## src/rtl/conv_window_gen_pkg.sv

```systemverilog
// Shared window geometry for the 3x3 sliding-window generator.
// Tap numbering is row-major: top-left is tap 0, bottom-right is tap 8.
package conv_window_gen_pkg;

   localparam int WIN_K    = 3;
   localparam int WIN_TAPS = WIN_K * WIN_K;

   function automatic int tap(input int i, input int j);
      return WIN_K * i + j;
   endfunction

endpackage

```

## src/rtl/conv_window_gen_if.sv

```systemverilog
// Pixel-in / window-out bundle of the window generator.
// in_valid qualifies in_sof and in_data; there is no ready in either direction,
// so every pixel with in_valid=1 is taken and every win_valid strobe must be consumed.
interface conv_window_gen_if #(
   parameter int WIDTH = 8,
   parameter int IMG_W = 26,
   parameter int IMG_H = 26
);
   import conv_window_gen_pkg::*;

   localparam int COL_BITS = $clog2(IMG_W);
   localparam int ROW_BITS = $clog2(IMG_H);

   logic                      in_valid;
   logic                      in_sof;
   logic [WIDTH-1:0]          in_data;
   logic                      win_valid;
   logic [WIN_TAPS*WIDTH-1:0] win_data;
   logic [ROW_BITS-1:0]       win_row;
   logic [COL_BITS-1:0]       win_col;
   logic                      frame_done;

   modport master (
      output in_valid, in_sof, in_data,
      input  win_valid, win_data, win_row, win_col, frame_done
   );

   modport slave (
      input  in_valid, in_sof, in_data,
      output win_valid, win_data, win_row, win_col, frame_done
   );

endinterface

```

## src/rtl/conv_window_gen_line_delay_en.sv

```systemverilog
// Enable-gated row delay line: so presents the word shifted in DEPTH enables ago.
// No reset so the array can map onto shift-register primitives.
module line_delay_en #(
   parameter int WIDTH = 8,
   parameter int DEPTH = 26
) (
   input  logic             clk,
   input  logic             en,
   input  logic [WIDTH-1:0] si,
   output logic [WIDTH-1:0] so
);

   logic [WIDTH-1:0] r_sr [DEPTH];

   always_ff @(posedge clk) begin
      if (en) begin
         r_sr[0] <= si;
         for (int k = 1; k < DEPTH; k++) begin
            r_sr[k] <= r_sr[k-1];
         end
      end
   end

   assign so = r_sr[DEPTH-1];

endmodule

```

## src/rtl/conv_window_gen.sv

```systemverilog
// Streaming 3x3 window generator: two row delay lines feed a 3x3 register array,
// and a registered output stage emits one window per in-frame accepted pixel.
module conv_window_gen
   import conv_window_gen_pkg::*;
#(
   parameter int WIDTH = 8,
   parameter int IMG_W = 26,
   parameter int IMG_H = 26
) (
   input  logic             clk,
   input  logic             rst_n,
   conv_window_gen_if.slave bus
);

   localparam int COL_BITS = $clog2(IMG_W);
   localparam int ROW_BITS = $clog2(IMG_H);
   localparam logic [COL_BITS-1:0] LAST_COL = COL_BITS'(IMG_W - 1);
   localparam logic [ROW_BITS-1:0] LAST_ROW = ROW_BITS'(IMG_H - 1);

   logic [COL_BITS-1:0]       r_col;
   logic [ROW_BITS-1:0]       r_row;
   logic [WIDTH-1:0]          r_win [WIN_K][WIN_K];

   logic                      r_win_valid;
   logic                      r_frame_done;
   logic [WIN_TAPS*WIDTH-1:0] r_win_data;
   logic [ROW_BITS-1:0]       r_win_row;
   logic [COL_BITS-1:0]       r_win_col;

   logic [COL_BITS-1:0]       w_col;
   logic [ROW_BITS-1:0]       w_row;
   logic [COL_BITS-1:0]       w_col_nxt;
   logic [ROW_BITS-1:0]       w_row_nxt;
   logic                      w_emit;
   logic                      w_last;
   logic [WIDTH-1:0]          w_lb0_so;
   logic [WIDTH-1:0]          w_lb1_so;
   logic [WIDTH-1:0]          w_win [WIN_K][WIN_K];
   logic [WIN_TAPS*WIDTH-1:0] w_win_flat;

   line_delay_en #(.WIDTH(WIDTH), .DEPTH(IMG_W)) u_lb0 (
      .clk (clk),
      .en  (bus.in_valid),
      .si  (bus.in_data),
      .so  (w_lb0_so)
   );

   line_delay_en #(.WIDTH(WIDTH), .DEPTH(IMG_W)) u_lb1 (
      .clk (clk),
      .en  (bus.in_valid),
      .si  (w_lb0_so),
      .so  (w_lb1_so)
   );

   // A start-of-frame pixel is (0,0) no matter where the counters stand.
   always_comb begin
      w_col     = (bus.in_valid && bus.in_sof) ? '0 : r_col;
      w_row     = (bus.in_valid && bus.in_sof) ? '0 : r_row;
      w_col_nxt = (w_col == LAST_COL) ? '0 : w_col + COL_BITS'(1);
      w_row_nxt = w_row;
      if (w_col == LAST_COL) begin
         w_row_nxt = (w_row == LAST_ROW) ? '0 : w_row + ROW_BITS'(1);
      end
      w_emit = bus.in_valid && (w_row >= ROW_BITS'(2)) && (w_col >= COL_BITS'(2));
      w_last = (w_row == LAST_ROW) && (w_col == LAST_COL);
   end

   // Window after this pixel: shift left, new right column from the delay lines.
   always_comb begin
      for (int i = 0; i < WIN_K; i++) begin
         for (int j = 0; j < WIN_K - 1; j++) begin
            w_win[i][j] = r_win[i][j+1];
         end
      end
      w_win[0][WIN_K-1] = w_lb1_so;
      w_win[1][WIN_K-1] = w_lb0_so;
      w_win[2][WIN_K-1] = bus.in_data;
      w_win_flat = '0;
      for (int i = 0; i < WIN_K; i++) begin
         for (int j = 0; j < WIN_K; j++) begin
            w_win_flat[tap(i, j)*WIDTH +: WIDTH] = w_win[i][j];
         end
      end
   end

   always_ff @(posedge clk) begin
      if (bus.in_valid) begin
         r_win <= w_win;
      end
   end

   always_ff @(posedge clk) begin
      if (!rst_n) begin
         r_col        <= '0;
         r_row        <= '0;
         r_win_valid  <= 1'b0;
         r_frame_done <= 1'b0;
         r_win_data   <= '0;
         r_win_row    <= '0;
         r_win_col    <= '0;
      end else begin
         r_win_valid  <= 1'b0;
         r_frame_done <= 1'b0;
         if (bus.in_valid) begin
            r_col <= w_col_nxt;
            r_row <= w_row_nxt;
            if (w_emit) begin
               r_win_valid  <= 1'b1;
               r_frame_done <= w_last;
               r_win_data   <= w_win_flat;
               r_win_row    <= w_row - ROW_BITS'(2);
               r_win_col    <= w_col - COL_BITS'(2);
            end
         end
      end
   end

   assign bus.win_valid  = r_win_valid;
   assign bus.frame_done = r_frame_done;
   assign bus.win_data   = r_win_data;
   assign bus.win_row    = r_win_row;
   assign bus.win_col    = r_win_col;

endmodule

```

## src/flat_wrapper.sv

```systemverilog
// flat-port wrapper written by rule: the top's interface ports become plain ports
module conv_window_gen_flat import conv_window_gen_pkg::*;
#(
   parameter int WIDTH = 8,
   parameter int IMG_W = 26,
   parameter int IMG_H = 26
)
  (clk, rst_n, bus_in_valid, bus_in_sof, bus_in_data, bus_win_valid, bus_win_data, bus_win_row, bus_win_col, bus_frame_done);
  conv_window_gen_if #(.WIDTH(WIDTH), .IMG_W(IMG_W), .IMG_H(IMG_H)) bus_i ();
  input  logic clk;
  input  logic rst_n;
  input wire logic [$bits(bus_i.in_valid)-1:0] bus_in_valid;
  input wire logic [$bits(bus_i.in_sof)-1:0] bus_in_sof;
  input wire logic [$bits(bus_i.in_data)-1:0] bus_in_data;
  output wire logic [$bits(bus_i.win_valid)-1:0] bus_win_valid;
  output wire logic [$bits(bus_i.win_data)-1:0] bus_win_data;
  output wire logic [$bits(bus_i.win_row)-1:0] bus_win_row;
  output wire logic [$bits(bus_i.win_col)-1:0] bus_win_col;
  output wire logic [$bits(bus_i.frame_done)-1:0] bus_frame_done;
  assign bus_i.in_valid = bus_in_valid;
  assign bus_i.in_sof = bus_in_sof;
  assign bus_i.in_data = bus_in_data;
  assign bus_win_valid = bus_i.win_valid;
  assign bus_win_data = bus_i.win_data;
  assign bus_win_row = bus_i.win_row;
  assign bus_win_col = bus_i.win_col;
  assign bus_frame_done = bus_i.frame_done;
  conv_window_gen #(.WIDTH(WIDTH), .IMG_W(IMG_W), .IMG_H(IMG_H)) u_core (.clk(clk), .rst_n(rst_n), .bus(bus_i));
endmodule
```

## config.mk

```make
export PLATFORM = sky130hd
export DESIGN_NAME = conv_window_gen_flat
export DESIGN_NICKNAME = d
export VERILOG_FILES = /design/src/rtl/conv_window_gen_pkg.sv /design/src/rtl/conv_window_gen_if.sv /design/src/rtl/conv_window_gen_line_delay_en.sv /design/src/rtl/conv_window_gen.sv /design/src/flat_wrapper.sv
export SDC_FILE = /design/constraint.sdc
export NUM_CORES = 1
export LEC_CHECK = 0
export ABC_AREA = 1
export CORE_MARGIN = 2
export CORE_UTILIZATION = 50
export DETAILED_ROUTE_END_ITERATION = 8
export GPL_TIMING_DRIVEN = 0
export MAX_ROUTING_LAYER = met4
export PLACE_DENSITY = 0.81
export SYNTH_ARGS = -nofsm -noshare
export SYNTH_HDL_FRONTEND = slang
export SYNTH_SLANG_ARGS = --single-unit
export TNS_END_PERCENT = 20
```

## constraint.sdc

```tcl
create_clock -name clk -period 6 [get_ports clk]
set_input_delay 1.2 -clock clk [delete_from_list [all_inputs] [get_ports clk]]
set_output_delay 1.2 -clock clk [all_outputs]
set_load 0.01 [all_outputs]
```

==> results.json <==
{
  "seqCellArea_um2": 14900,
  "synth_flop_cell": "edfxtp_1",
  "synth_common_cells": "edfxtp_1 (432), nand2_1 (119), dfxtp_1 (94)",
  "end_kind": "flip-flop",
  "diodes": 0,
  "wl_mm": 29.1,
  "worst_pin_slew_ns": 0.690,
  "grt_antenna_before_repair": 0,
  "cts.path.max_buffers": 3,
  "fin_total_pwr_mw": 7.18,
  "initial_utilization": 0.505,
  "overflow": 0,
  "nFillCells": 2316,
  "whs_ns": 0.414,
  "io_pins": 96,
  "cp_max_fo": 126,
  "start_kind": "input pin",
  "clock_latency_ns": 0.56,
  "p_leak_nw": 6.70,
  "place_ws_ns": 0.952,
  "io_buffer_count": 94,
  "clock_sinks": 526,
  "grt_pass1_vias": 7929,
  "hold_viol_final": 0,
  "syn_nets": 943,
  "dr_total_vias": 8196,
  "ys_seq_area_frac": 0.884,
  "status": "finished clean",
  "synth_edf_count": 432,
  "finish.net_count": 1089,
  "die_h_um": 187,
  "synth_top_area_share": 0.772,
  "grt_max_degree": 127,
  "syn_area_um2": 16800,
  "maxCapViolations": 0,
  "dr.first_iter.drc_count": 796,
  "setup_viol": 0,
  "drv_slew": 0,
  "synth_area_leaders": "edfxtp_1 (77%), dfxtp_1 (11%), a21oi_1 (2.7%)",
  "powerDensity_nw_per_um2": 361,
  "fp.dieArea_um2": 35100,
  "max_freq_ghz": 0.227,
  "drc": 0,
  "cts_tree": "yes",
  "dp_hpwl_mm": 16.7,
  "htreeDepth": 2,
  "cts_buffers": 47,
  "crit_type": "in2reg",
  "cp.required_ns": 6.48,
  "synth.avg_cell_area_um2": 18.2,
  "max_slew_margin": 0.540,
  "synth_cell_types": 27,
  "fin_cells": 1558,
  "ctsResizeCount": 0,
  "firstDrtPassIters": 5,
  "synth_seq_cells": 526,
  "yosysTopAreaCell": "edfxtp_1",
  "ir_worst_vdd_mv": 0.244,
  "drive_above_1_share": 0.0955,
  "worstPathArrival_ns": 4.89,
  "areaGrowthSynthToFinish_pct": 18.4,
  "hold_buffers": 0,
  "rsz0062_at_grt": "no",
  "die_w_um": 187,
  "place.gp.congestion": 0.791,
  "final.setup_skew_ns": 0.0141,
  "ant_nets": 0,
  "min-delay-path-class": "reg2reg",
  "fp-row-count": 67,
  "coreArea_um2": 33300,
  "setup_slack_ns": 1.60,
  "clk_pin_slew_ns": 0.07,
  "synth_most_common_cell": "edfxtp_1",
  "synthCells": 925,
  "cts_root_buf": "clkbuf_16",
  "viasPerCell": 5.26,
  "multi_input_area_um2": 1670,
  "grt_first_pass_wirelength_mm": 43.9,
  "grt_use_total": 0.167,
  "period_minus_slack_ns": 4.40,
  "async_flop_share": 0,
  "cts_setup_buffers": 0,
  "post_drt_wl_per_cell_um": 18.7,
  "yosys_warnings": 0,
  "min_period_over_period": 0.734,
  "dp_cells": 1470
}
-- area by class of cell --
| cell class | instances | share of cell area |
|---|---|---|
| Tap cell | 448 | 0.0282 |
| Clock buffer | 73 | 0.0696 |
| Clock inverter | 15 | 0.00566 |
| Timing Repair Buffer | 97 | 0.0517 |
| Multi-Input combinational cell | 345 | 0.0841 |
| Inverter | 16 | 0.00302 |
| Buffer | 38 | 0.0107 |
| Sequential cell | 526 | 0.747 |
-- metal layers --
layer,vias to the layer above,routed length [um],global-route usage
li1,3723,-,-
met2,325,13800,0.258
met3,49,2230,0.0343
met5,-,0,-
met4,0,510,0.0473
met1,4099,12500,0.228
-- state kept, by name (all words and copies together), names as in the netlist --
signal,cells
u_core.u_lb1.r_sr,194
u_core.r_win,44
u_core.bus.win_data,72
u_core.bus.win_valid,1
u_core.u_lb0.r_sr,194
u_core.bus.win_col,5
u_core.r_row,5
u_core.r_col,5
u_core.bus.win_row,5
u_core.bus.frame_done,1
-- through the flow --
| step | area [um^2] | utilization | TNS [ns] |
|---|---|---|---|
| floorplan | 16800 | - | 0 |
| global route | 19900 | 0.598 | 0 |
| CTS | 19900 | 0.598 | 0 |
| global placement | 18300 | 0.550 | -5109.93 |
| detailed placement | 18400 | 0.553 | 0 |
| finish | 19900 | 0.598 | 0 |
-- cell usage in the layout, fill, tap and decap left out, types with 2 or more instances in the layout --
master | synthesis | routed
ha_1 | 6 | 6
clkbuf_8 | 0 | 11
dfxtp_1 | 94 | 94
o21ai_0 | 5 | 5
clkinv_2 | 0 | 8
buf_1 | 4 | 4
buf_4 | 11 | 11
clkdlybuf4s50_1 | 0 | 93
nand2_2 | 2 | 2
nand4_1 | 3 | 3
a21oi_1 | 92 | 92
clkbuf_1 | 10 | 25
buf_6 | 2 | 2
nor2_1 | 16 | 16
inv_16 | 0 | 2
inv_1 | 14 | 14
nand2_1 | 119 | 119
xor2_1 | 4 | 4
clkbuf_16 | 0 | 47
buf_2 | 11 | 11
clkinv_1 | 1 | 3
buf_16 | 0 | 3
nand3_1 | 90 | 90
edfxtp_1 | 432 | 432
-- critical path, stage by stage --
cell and delay, ns:
buf_8 0.47, buf_16 0.46, buf_16 0.48, buf_4 0.28
nand2_2 0.08, buf_4 0.18, nand2_1 0.18, inv_1 0.12
ha_1 0.21, nand2_1 0.11, nand4_4 0.19, nand2_4 0.24
buf_6 0.19, buf_4 0.20, nand2_1 0.09, a21oi_1 0.15
-- logic make-up (layout without fill, tap and decap cells) --
kind of cell               count (synthesis)  after routing  synth area share
buffers and inverters                     54            239            0.0162
adders and majority gates                  6              6           0.00447
AOI/OAI and AO/OA                        101            101            0.0314
xor gates and xnor gates                   5              5           0.00261
and+or+nand+nor                          233            233            0.0611
DFF                                      526            526             0.884
-- worst paths after layout --
| check | to | depth (start not counted) | slack [ns] | start |
|---|---|---|---|---|
| worst min register to register | u_core.u_lb0.r_sr[1][29] | 0 | 0.41 | u_core.u_lb0.r_sr[1][21] |
| worst max register to register | u_core.bus.win_data[64] | 10 | 3.96 | u_core.r_row[1] |
| worst min-delay path | u_core.u_lb0.r_sr[1][29] | 0 | 0.41 | u_core.u_lb0.r_sr[1][21] |
| worst max-delay path | u_core.bus.win_data[64] | 16 | 1.60 | bus_in_valid |
-- power by group --
| group | internal (mW) | switching (mW) | leakage (nW) |
|---|---|---|---|
| Sequential | 4.14 | 0.0601 | 4.99 |
| Clock | 1.60 | 1.27 | 0.739 |
| Combinational | 0.0193 | 0.0825 | 0.978 |
Note: power is estimated with default switching activity, not from simulation.
